## src/rtl/vga_timing_pkg.sv

```systemverilog
// vga_timing_pkg: stock VGA timing sets (640x480@60, 320x240) and default counter width.
package vga_timing_pkg;
  typedef struct packed {
    int h_active;
    int h_fp;
    int h_sync;
    int h_bp;
    int v_active;
    int v_fp;
    int v_sync;
    int v_bp;
  } vga_timing_t;
  localparam vga_timing_t VGA_640X480 = '{640, 16, 96, 48, 480, 10, 2, 33};
  localparam vga_timing_t VGA_320X240 = '{320, 8, 48, 24, 240, 5, 1, 16};
  localparam int DEF_CNT_W = 11;
  function automatic int clog2_min1(input int n);
    return (n > 1) ? $clog2(n) : 1;
  endfunction
endpackage

```

## src/rtl/vga_timing_gen_pix_en_div.sv

```systemverilog
// pix_en_div: divides clk by PIX_DIV into a one-cycle pixel strobe, held low during reset.
module pix_en_div import vga_timing_pkg::*; #(
  parameter int PIX_DIV = 1
) (
  input  logic clk,
  input  logic reset,
  output logic pix_en
);
  localparam int DW = clog2_min1(PIX_DIV);
  localparam logic [DW-1:0] LAST = DW'(PIX_DIV - 1);
  logic [DW-1:0] div;
  always_ff @(posedge clk or posedge reset)
    if (reset) div <= '0;
    else div <= (div == LAST) ? '0 : div + 1'b1;
  assign pix_en = !reset && div == LAST;
endmodule

```

## src/rtl/vga_timing_gen.sv

```systemverilog
// vga_timing_gen: VGA sync/position generator; define VGA_FRAME_CNT_EN to add the frame_cnt port.
module vga_timing_gen import vga_timing_pkg::*; #(
  parameter int H_ACTIVE = VGA_640X480.h_active,
  parameter int H_FP     = VGA_640X480.h_fp,
  parameter int H_SYNC   = VGA_640X480.h_sync,
  parameter int H_BP     = VGA_640X480.h_bp,
  parameter int V_ACTIVE = VGA_640X480.v_active,
  parameter int V_FP     = VGA_640X480.v_fp,
  parameter int V_SYNC   = VGA_640X480.v_sync,
  parameter int V_BP     = VGA_640X480.v_bp,
  parameter int HS_POL   = 0,
  parameter int VS_POL   = 0,
  parameter int CNT_W    = DEF_CNT_W,
  parameter int PIX_DIV  = 1,
  parameter int FRAME_W  = 8
) (
  input  logic             clk,
  input  logic             reset,
  output logic             hsync,
  output logic             vsync,
  output logic             display_on,
  output logic [CNT_W-1:0] hpos,
  output logic [CNT_W-1:0] vpos,
  output logic             pix_en,
  output logic             line_start,
`ifdef VGA_FRAME_CNT_EN
  output logic [FRAME_W-1:0] frame_cnt,
`endif
  output logic             frame_start
);
  localparam int H_TOTAL = H_ACTIVE + H_FP + H_SYNC + H_BP;
  localparam int V_TOTAL = V_ACTIVE + V_FP + V_SYNC + V_BP;
  if (PIX_DIV < 1 || CNT_W < 1 || FRAME_W < 1 || H_ACTIVE < 1 || H_FP < 1 || H_SYNC < 1 ||
      H_BP < 1 || V_ACTIVE < 1 || V_FP < 1 || V_SYNC < 1 || V_BP < 1 ||
      (H_TOTAL - 1) >= (1 << CNT_W) || (V_TOTAL - 1) >= (1 << CNT_W)) begin : g_bad_cfg
    $error("vga_timing_gen: illegal parameter set");
  end
  localparam logic [CNT_W-1:0] H_LAST = CNT_W'(H_TOTAL - 1);
  localparam logic [CNT_W-1:0] V_LAST = CNT_W'(V_TOTAL - 1);
  localparam logic [CNT_W-1:0] H_ACT  = CNT_W'(H_ACTIVE);
  localparam logic [CNT_W-1:0] V_ACT  = CNT_W'(V_ACTIVE);
  localparam logic [CNT_W-1:0] HS_BEG = CNT_W'(H_ACTIVE + H_FP);
  localparam logic [CNT_W-1:0] HS_END = CNT_W'(H_ACTIVE + H_FP + H_SYNC - 1);
  localparam logic [CNT_W-1:0] VS_BEG = CNT_W'(V_ACTIVE + V_FP);
  localparam logic [CNT_W-1:0] VS_END = CNT_W'(V_ACTIVE + V_FP + V_SYNC - 1);
  logic [CNT_W-1:0] hc, vc;
  logic h_wrap, v_wrap;
  pix_en_div #(.PIX_DIV(PIX_DIV)) u_div (.clk(clk), .reset(reset), .pix_en(pix_en));
  assign h_wrap = pix_en && hc == H_LAST;
  assign v_wrap = h_wrap && vc == V_LAST;
  always_ff @(posedge clk or posedge reset)
    if (reset) begin
      hc <= '0;
      vc <= '0;
    end else if (pix_en) begin
      hc <= h_wrap ? '0 : hc + 1'b1;
      if (h_wrap) vc <= v_wrap ? '0 : vc + 1'b1;
    end
`ifdef VGA_FRAME_CNT_EN
  always_ff @(posedge clk or posedge reset)
    if (reset) frame_cnt <= '0;
    else if (v_wrap) frame_cnt <= frame_cnt + 1'b1;
`endif
  // counters sit at 0 in reset, so only display_on needs explicit gating
  assign hsync       = (hc >= HS_BEG && hc <= HS_END) ? 1'(HS_POL) : ~1'(HS_POL);
  assign vsync       = (vc >= VS_BEG && vc <= VS_END) ? 1'(VS_POL) : ~1'(VS_POL);
  assign display_on  = !reset && hc < H_ACT && vc < V_ACT;
  assign hpos        = display_on ? hc : '0;
  assign vpos        = display_on ? vc : '0;
  assign line_start  = pix_en && hc == '0;
  assign frame_start = line_start && vc == '0;
endmodule

```

## config.mk

```make
export PLATFORM = sky130hd
export DESIGN_NAME = vga_timing_gen
export DESIGN_NICKNAME = d
export VERILOG_FILES = /design/src/rtl/vga_timing_pkg.sv /design/src/rtl/vga_timing_gen_pix_en_div.sv /design/src/rtl/vga_timing_gen.sv
export SDC_FILE = /design/constraint.sdc
export NUM_CORES = 1
export LEC_CHECK = 0
export BUFFER_PORTS_ARGS = -buffer_cell sky130_fd_sc_hd__buf_2
export CELL_PAD_IN_SITES_DETAIL_PLACEMENT = 1
export CELL_PAD_IN_SITES_GLOBAL_PLACEMENT = 1
export CORE_ASPECT_RATIO = 1.4
export CORE_MARGIN = 8
export CORE_UTILIZATION = 44
export DETAILED_ROUTE_END_ITERATION = 12
export PLACE_DENSITY_LB_ADDON = 0.3
export SETUP_SLACK_MARGIN = 0.5
export SYNTH_ARGS = -nofsm -noshare
export SYNTH_HDL_FRONTEND = slang
export SYNTH_SLANG_ARGS = --single-unit
```

## constraint.sdc

```tcl
create_clock -name clk -period 5.4 [get_ports clk]
set_input_delay 0.27 -clock clk [delete_from_list [all_inputs] [get_ports clk]]
set_output_delay 0.27 -clock clk [all_outputs]
set_load 0.03 [all_outputs]
```

== Yosys cells after proc, flatten, opt, wreduce, memory -nomap -nowiden ==
Index checks and enable logic that the tools add are counted.
Word-level totals
  register bits after elaboration: 23
  bits of input ports: 2
  output and inout bits: 28
  logic and storage cells: 35
Cells by class
  equal/unequal tests: 2
  bitwise gates (word level): 1
  order comparisons: 6
  reduce and logical (&&, ||, !) cells: 13
  multiplexer cells: 7
  add/subtract/negate cells: 3
Operators with widths (number)
  2-to-1 mux 11 bit: 4
  adder 11 x 1 -> 11 bit, second input constant: 2
  equality test 11 x 10 -> 1 bit, second input constant: 2
  logical NOT 11 bit: 2
  greater-or-equal comparator 11 x 10 -> 1 bit, second input constant: 1
  greater-or-equal comparator 11 x 9 -> 1 bit, second input constant: 1
  <= comparator 11 x 10 -> 1 bit, second input constant: 1
  <= comparator 11 x 9 -> 1 bit, second input constant: 1
  less-than comparator 11 x 10 -> 1 bit, second input constant: 1
  less-than comparator 11 x 9 -> 1 bit, second input constant: 1
  logical AND 1 bit: 9
  2-to-1 mux 1 bit: 3
  AND reduction 2 bit: 1
  adder 1 bit, second input constant: 1
  logical NOT 1 bit: 1
  inverter 1 bit: 1

== Longest topological paths before layout ==
Gate-level depths: netlist (run 1).
  depth in word-level cells: 5
  mapped depth: 6
  gate-level depth less buffers: 6

== By module ==
From an unflattened synthesis (run 1), not the netlist that was laid out.
Unflattened totals
  cells, all modules: 160
  area total of the unflattened synthesis: 1451.4 µm²
By module, submodules not included
  vga_timing_gen: area an instance 1447.6 µm², seq. area each 550.5 µm², times used 1, cells each 159
  pix_en_div: area an instance 3.8 µm², seq. area each 0.0 µm², times used 1, cells each 1

== Least setup slack after synthesis (run 1) ==
No wires, ideal clock.
  path type: register -> output
  start point: register hc[0]
  end point: output port frame_start
  stages on the path, launching flop included: 7
  slack: 2.165 ns
  data arrival time: 2.965 ns
  required time: 5.130 ns
  buffers on the path: 0
  cells stage by stage: dfrtp_1 inv_1 ha_1 nor4b_1 nand2_1 nor4_1 nor4b_1
Between the ends
  longest elaborated chain between the ends: 3
Ends and longest elaborated chain
  start: declaration: RTL line vga_timing_gen.sv:46  | logic [CNT_W-1:0] hc, vc;
  start signal: assignment: RTL line vga_timing_gen.sv:56  | hc <= h_wrap ? '0 : hc + 1'b1;
  logical NOT 11 bit: RTL line vga_timing_gen.sv:70  | assign line_start = pix_en && hc == '0;
  logical AND 1 bit: RTL line vga_timing_gen.sv:70
  net line_start: RTL line vga_timing_gen.sv:25  | output logic line_start,
  logical AND 1 bit: RTL line vga_timing_gen.sv:71  | assign frame_start = line_start && vc == '0;
  end: declaration: RTL line vga_timing_gen.sv:29  | output logic frame_start
The timed path passes the listed nets, and every way through them passes these cells.

== Worst setup path in the final report (run 1) ==
  start point: register vc[0]
  end point: output port frame_start
Between the ends
  longest elaborated chain between the ends: 2
Ends and longest elaborated chain
  start: declaration: RTL line vga_timing_gen.sv:46
  start signal: assignment: RTL line vga_timing_gen.sv:57  | if (h_wrap) vc <= v_wrap ? '0 : vc + 1'b1;
  logical NOT 11 bit: RTL line vga_timing_gen.sv:71
  logical AND 1 bit: RTL line vga_timing_gen.sv:71
No other way between the ends.

==> results of run 1 <==
## state kept, by name, indices dropped and copies added, names as in the netlist
| register | cells |
|---|---|
| vc | 11 |
| hc | 11 |
## how the worst max path moves through the flow
stage | start | to | slack, ns
finish | vc[0]$_DFFE_PP0P_ | frame_start | 3.04
CTS | hc[0]$_DFFE_PP0N_ | frame_start | 3.02
global placement | hc[0]$_DFFE_PP0N_ | frame_start | 3.34
global route | hc[0]$_DFFE_PP0N_ | frame_start | 2.90
detailed placement | hc[0]$_DFFE_PP0N_ | frame_start | 3.33
floorplan | hc[0]$_DFFE_PP0N_ | frame_start | 2.16
## power by group through the flow
stage                     clock network [mW]  registers [mW]  logic (mW)
after floorplan                            0           0.213       0.137
after global placement                     0           0.245       0.122
after detailed placement                   0           0.249       0.126
after CTS                              0.109           0.245       0.126
after global routing                   0.112           0.252       0.136
final                                  0.105           0.245       0.123
## stage by stage
stage | instance area, um2 | power [mW]
CTS | 1640 | 0.480
floorplan | 1510 | 0.350
finish | 1640 | 0.472
detailed placement | 1600 | 0.375
global placement | 1600 | 0.367
global route | 1640 | 0.501
## layout make-up
class	instances	area, um2
Sequential cell	22	551
Timing Repair Buffer	26	130
Multi-Input combinational cell	123	845
Tap cell	40	50.0
Fill cell	411	1680
Inverter	6	22.5
Clock buffer	3	41.3
## synthesized netlist by cell type, types with 2 or more instances
cell      number
clkbuf_1       2
nand2_1       13
buf_6          2
nand4_1        5
a31oi_1        4
dfrtp_1       22
inv_1          6
buf_4          4
and4_1         2
nor4_1         4
nand3_1        6
a21oi_1        3
nor2_1         9
nand4b_1       2
and3_1         4
o21ai_0        8
mux2_2         2
and2_1        18
o31ai_1        2
ha_1           5
nor3_1         3
and3_2         2
xnor2_1        8
nor4b_1        4
## worst max-delay path: cells and delay by family, from the launching register on
family	cells	cell delay, ns
adders and majority gates	1	0.14
buffers and inverters	2	0.39
DFF	1	0.44
and+or+nand+nor	3	0.84
## layer usage
| metal | wire length, um | part of all wire | global-route usage | up-vias |
|---|---|---|---|---|
| li1 | - | - | - | 598 |
| met1 | 1650 | 0.42 | 0.159 | 597 |
| met2 | 2100 | 0.53 | 0.271 | 26 |
| met3 | 149 | 0.038 | 0.0237 | 6 |
| met4 | 66 | 0.017 | 0.0598 | 0 |
| met5 | 0 | 0 | 0 | - |
## logic make-up after synthesis
kind of cell,count (synthesis),share of synthesized area
adder cells (fa/ha/maj),5,0.0417
buffers and inverters,17,0.0751
other,1,0.00250
multiplexers,4,0.0292
flip-flops,22,0.367
XOR/XNOR,9,0.0525
AO/OA/AOI/OAI,20,0.0809
AND/OR/NAND/NOR,82,0.351
==> impl_metrics.env, run 1 <==
export IMPL_antenna_cells=0
export IMPL_maxCapViolCount=0
export IMPL_worstPathMaxFanout=6
export IMPL_timing_slew_headroom=0.334
export IMPL_antenna_found_initial=0
export IMPL_path_class="flop to primary output"
export IMPL_grt_pass1_vias=1338
export IMPL_worstPathCellList="inv_1 -> ha_1 -> nor4b_1 -> nand2_1 -> nor4b_1 -> buf_2"
export IMPL_endpoint_kind="primary output"
export IMPL_cts_tree="done"
export IMPL_pin_count=30
export IMPL_final_common_cell="buf_2"
export IMPL_clk_pin_slew_ns=0.08
export IMPL_leakage_nw=0.782
export IMPL_dp_hpwl_um=3000
export IMPL_syn_area_um2=1500
export IMPL_rows=25
export IMPL_grt_setup_unrepaired="no"
export IMPL_r2r_end="vc[7]$_DFFE_PP0P_"
export IMPL_slew_violations=0
export IMPL_finish_utilization=0.494
export IMPL_crit_top_cell="nor4b_1"
export IMPL_portBuffers=26
export IMPL_dp_slack_ns=3.33
export IMPL_finalCritPeriodShare=0.437
export IMPL_yosys_top_cells_area="dfrtp_1, and2_1, xnor2_1"
export IMPL_ys_types=44
export IMPL_clock_sinks=22
export IMPL_first_pass_iters=4
export IMPL_switching_power_mw=0.186
export IMPL_cts_max_path_buffers=2
export IMPL_crit_slowest_cell="dfrtp_1"
export IMPL_drive_gt1_frac=0.222
export IMPL_vdd_drop_max_v=0.000178
export IMPL_ant_nets=0
export IMPL_core_um2=3320
export IMPL_cp_arrival_ns=2.09
export IMPL_pwr_share_clk=0.221
export IMPL_r2r_slack_ns=3.42
export IMPL_globalRouteOverflowTotal=0
export IMPL_synth_top_cell_by_area="dfrtp_1"
export IMPL_ctsResizeCount=0
export IMPL_internal_power_mw=0.286
export IMPL_grt_pass1_wl_um=6610
export IMPL_p_per_area_nw_per_um2=288
export IMPL_hold_class="input pin to async pin"
export IMPL_viasPerCell=5.58
export IMPL_worst_slack_ns=3.04
export IMPL_ys_warn_count=0
export IMPL_synth_edff_count=0
export IMPL_synthFlopType="dfrtp_1"
export IMPL_fmax_ghz=0.424
export IMPL_worstMarginPinSlew_ns=0.998
export IMPL_wl_per_cell_um=18.0
export IMPL_final_cell_count_no_fill=220
export IMPL_drc_errors=0
export IMPL_netlist_instances=160
export IMPL_die_w_um=65.4
export IMPL_comb_power_share=0.260
export IMPL_sw_frac_of_total=0.395
export IMPL_async_reset_ff_frac=1.00
export IMPL_fin_tns_setup_ns=0
export IMPL_drtIter0Drc=53
export IMPL_die_area_um2=5560
export IMPL_areaGrowthSynthToFinish_pct=9.26
export IMPL_synth_area_per_cell_um2=9.38
export IMPL_ff2ff_path_depth=5
export IMPL_place_congestion=0.826
export IMPL_fin_hold_ws_ns=0.303
export IMPL_clkLatencyLatePin_ns=0.26
export IMPL_ys_ff_latch=22
export IMPL_grt_use_total=0.148
export IMPL_outcome="finished, final reports clean"
export IMPL_period_minus_slack_ns=2.36
export IMPL_setup_viol=0
export IMPL_p_seq_frac=0.518
export IMPL_numCtsBuffers=3
export IMPL_cts_root_buf="clkbuf_8"
export IMPL_cpPeakStageDelay_ns=0.44
export IMPL_fin_nets=189
export IMPL_yosysSeqAreaShare=0.367
export IMPL_die_h_um=85.1
export IMPL_yosys_area_top_type_share=0.367
export IMPL_holdBufCountCts=0
export IMPL_dp_cells=217
export IMPL_grt_max_degree=28
export IMPL_vias=1227
export IMPL_start_util=0.452
export IMPL_clock_skew_ns=0.00451
export IMPL_final_cell_mix="buf_2, dfrtp_1, and2_1"
export IMPL_cp_required_ns=5.13
export IMPL_wirelength_um=3970
export IMPL_htreeDepth=1
export IMPL_r2r_start="hc[1]$_DFFE_PP0N_"
export IMPL_critPathLaunchType="flop"
export IMPL_hold_viol_final=0
export IMPL_post_cts_setup_buffers=0
(Power assumes the default switching activity.)
==> run 2, diff against run 1 <==
Settings changed: ABC_AREA set to 1, CORE_UTILIZATION 44 to 37.
Clock period 5.4 ns to 2 ns, I/O delays scaled along.
==> run 2 against run 1 <==
Compared with the run above:
- combinational power grew to 5.9 times the previous value
- sequential cell count unchanged
- first-iteration DRC count is 7.5% higher
- clock skew down 0.0025 ns
- sequential power increased by 140%
- cell area increased by 71%
- register-to-register slack lost 2.9 ns
- final cell count rose by 71%
- critical endpoint is now hpos[4]
==> impl_metrics.env, run 2 <==
export IMPL_outcome="finished, final reports clean"
export IMPL_cp_arrival_ns=1.64
export IMPL_clkLatencyLatePin_ns=0.27
export IMPL_dp_hpwl_um=3860
export IMPL_maxCapViolCount=0
export IMPL_fmax_ghz=0.573
export IMPL_final_cell_mix="nand2_1, buf_4, buf_6"
export IMPL_netlist_instances=250
export IMPL_ant_nets=0
export IMPL_synthMostInstantiatedCell="nand2_1"
export IMPL_reg_largest_list="hc x11, vc x11"
export IMPL_clk_pin_slew_ns=0.08
export IMPL_final_common_cell="nand2_1"
export IMPL_slew_violations=0
export IMPL_die_area_um2=7440
export IMPL_die_w_um=75.2
export IMPL_globalRouteOverflowTotal=0
export IMPL_ff_latch_area_um2=557
export IMPL_clock_sinks=22
export IMPL_rows=30
export IMPL_grt_max_degree=23
export IMPL_synthFlopType="dfrtp_1"
export IMPL_p_per_area_nw_per_um2=572
export IMPL_clock_skew_ns=0.00198
export IMPL_grt_setup_unrepaired="yes"
export IMPL_path_class="flop to primary output"
export IMPL_endpoint_kind="primary output"
export IMPL_pin_count=30
export IMPL_critPathLaunchType="flop"
export IMPL_first_pass_iters=4
export IMPL_areaGrowthSynthToFinish_pct=54.8
export IMPL_synth_edff_count=0
export IMPL_die_h_um=98.9
export IMPL_cts_tree="done"
export IMPL_grt_use_total=0.162
export IMPL_antenna_found_initial=0
export IMPL_grt_pass1_vias=1961
export IMPL_antenna_cells=0
export IMPL_numCtsBuffers=3
export IMPL_setup_viol=0
export IMPL_fillers=593
export IMPL_yosys_top_cells_area="dfrtp_1, nand2_1, nor2_2"
export IMPL_ys_warn_count=0
export IMPL_finalCritPeriodShare=0.872
export IMPL_syn_area_um2=1820
export IMPL_viasPerCell=4.96
export IMPL_htreeDepth=1
export IMPL_period_minus_slack_ns=1.74
export IMPL_fin_nets=322
export IMPL_leakage_nw=1.29
export IMPL_cts_max_path_buffers=2
export IMPL_worstPathMaxFanout=8
export IMPL_vdd_drop_max_v=0.000285
export IMPL_multiInputGateArea_um2=1310
export IMPL_fin_tns_setup_ns=0
export IMPL_drive_gt1_frac=0.502
export IMPL_synth_area_per_cell_um2=7.26
export IMPL_finish_utilization=0.585
export IMPL_async_reset_ff_frac=1.00
export IMPL_drtIter0Drc=57
export IMPL_core_um2=4800
export IMPL_drc_errors=0
export IMPL_grt_pass1_wl_um=9320
export IMPL_synthTopCellsByCount="nand2_1, inv_1, nor2_1, dfrtp_1, nor2_2"
export IMPL_vias=1870
export IMPL_wl_per_cell_um=17.6
export IMPL_synth_top_cell_by_area="dfrtp_1"
export IMPL_cts_root_buf="clkbuf_8"
export IMPL_hold_viol_final=0
export IMPL_wirelength_um=6640
export IMPL_place_congestion=0.803
export IMPL_hold_class="input pin to async pin"
export IMPL_ys_types=31
export IMPL_cp_required_ns=1.90
export IMPL_start_util=0.378
export IMPL_yosys_area_top_type_share=0.303
export IMPL_ys_ff_latch=22
export IMPL_portBuffers=26
export IMPL_yosysSeqAreaShare=0.303
-- run 2: cell count changes in the layout (fill, tap and decap cells not counted), sizes merged, moves of 12 or more --
cell	before	now
nand2	13	62
nand3	6	18
nor2	9	49
buf	26	68
inv	6	38
and2	19	0
-- run 2: timing repair --
item / 4_1_cts / 5_1_grt
gates cloned: 0 / 1
endpoints found under the hold margin: 22 / 0
setup endpoints to repair: 31 / 39
setup buffers: 24 / 11
gates resized for setup: 100 / 28
pin swaps: 8 / 17
hold buffers: 1 / 0
-- run 2: where the power goes --
part           switching, mW  internal, mW
clock network          0.161         0.135
registers             0.0827         0.506
logic                  0.464         0.256
-- run 2: metrics by stage --
step | hold slack [ns] | instances | area [um2] | power [mW] | setup slack (ns)
6_report | 0.106 | 377 | 2810 | 1.61 | 0.256
3_5_place_dp | 0.275 | 337 | 2000 | 1.05 | 0.334
5_1_grt | 0.130 | 377 | 2810 | 1.68 | 0.205
3_3_place_gp | 0.279 | 337 | 2000 | 1.04 | 0.353
2_1_floorplan | 0.0437 | 252 | 1830 | 0.946 | 0.554
4_1_cts | 0.0904 | 365 | 2570 | 1.49 | 0.339
-- run 2: worst paths after layout --
path	start	endpoint	slack, ns	depth (start not counted)
worst max-delay path	hc[9]$_DFFE_PP0N_	hpos[4]	0.26	7
worst min-delay path	reset	hc[5]$_DFFE_PP0N_	0.11	4
worst max register to register	hc[0]$_DFFE_PP0N_	hc[10]$_DFFE_PP0N_	0.52	9
worst min register to register	vc[5]$_DFFE_PP0P_	vc[5]$_DFFE_PP0P_	0.57	2
max in group asynchronous	reset	vc[3]$_DFFE_PP0P_	1.73	4
min in group clk	reset	hc[0]$_DFFE_PP0N_	0.36	4
-- run 2: final cells by class --
class                           count  share of cell area
Multi-Input combinational cell    180               0.465
Timing Repair Buffer               69               0.233
Sequential cell                    22               0.198
Inverter                           39              0.0601
Tap cell                           64              0.0285
Clock buffer                        3              0.0147
-- run 2: cell families (layout without fill, tap and decap cells) --
logic type / Yosys count / count (layout) / synth area share
compound gates: 14 / 14 / 0.0427
xor+xnor: 8 / 8 / 0.0386
fa+ha+maj: 5 / 5 / 0.0345
buf+inv: 51 / 111 / 0.139
flops: 22 / 22 / 0.303
other cells: 1 / 3 / 0.00207
simple gates: 149 / 150 / 0.440
-- run 2: worst max-delay path, stage by stage (launching register included) --
cell	delay, ns
dfrtp_1	0.45
nand2_2	0.13
a21oi_2	0.05
nor3_4	0.15
o21ai_4	0.15
buf_12	0.19
nor2_4	0.11
buf_6	0.14
-- run 2: layer usage --
layer | track usage | wire, um | vias to the layer above
met5 | 0 | 0 | -
met4 | 0.0431 | 161 | 0
met3 | 0.0203 | 164 | 11
met2 | 0.325 | 3820 | 28
met1 | 0.159 | 2490 | 929
li1 | - | - | 902
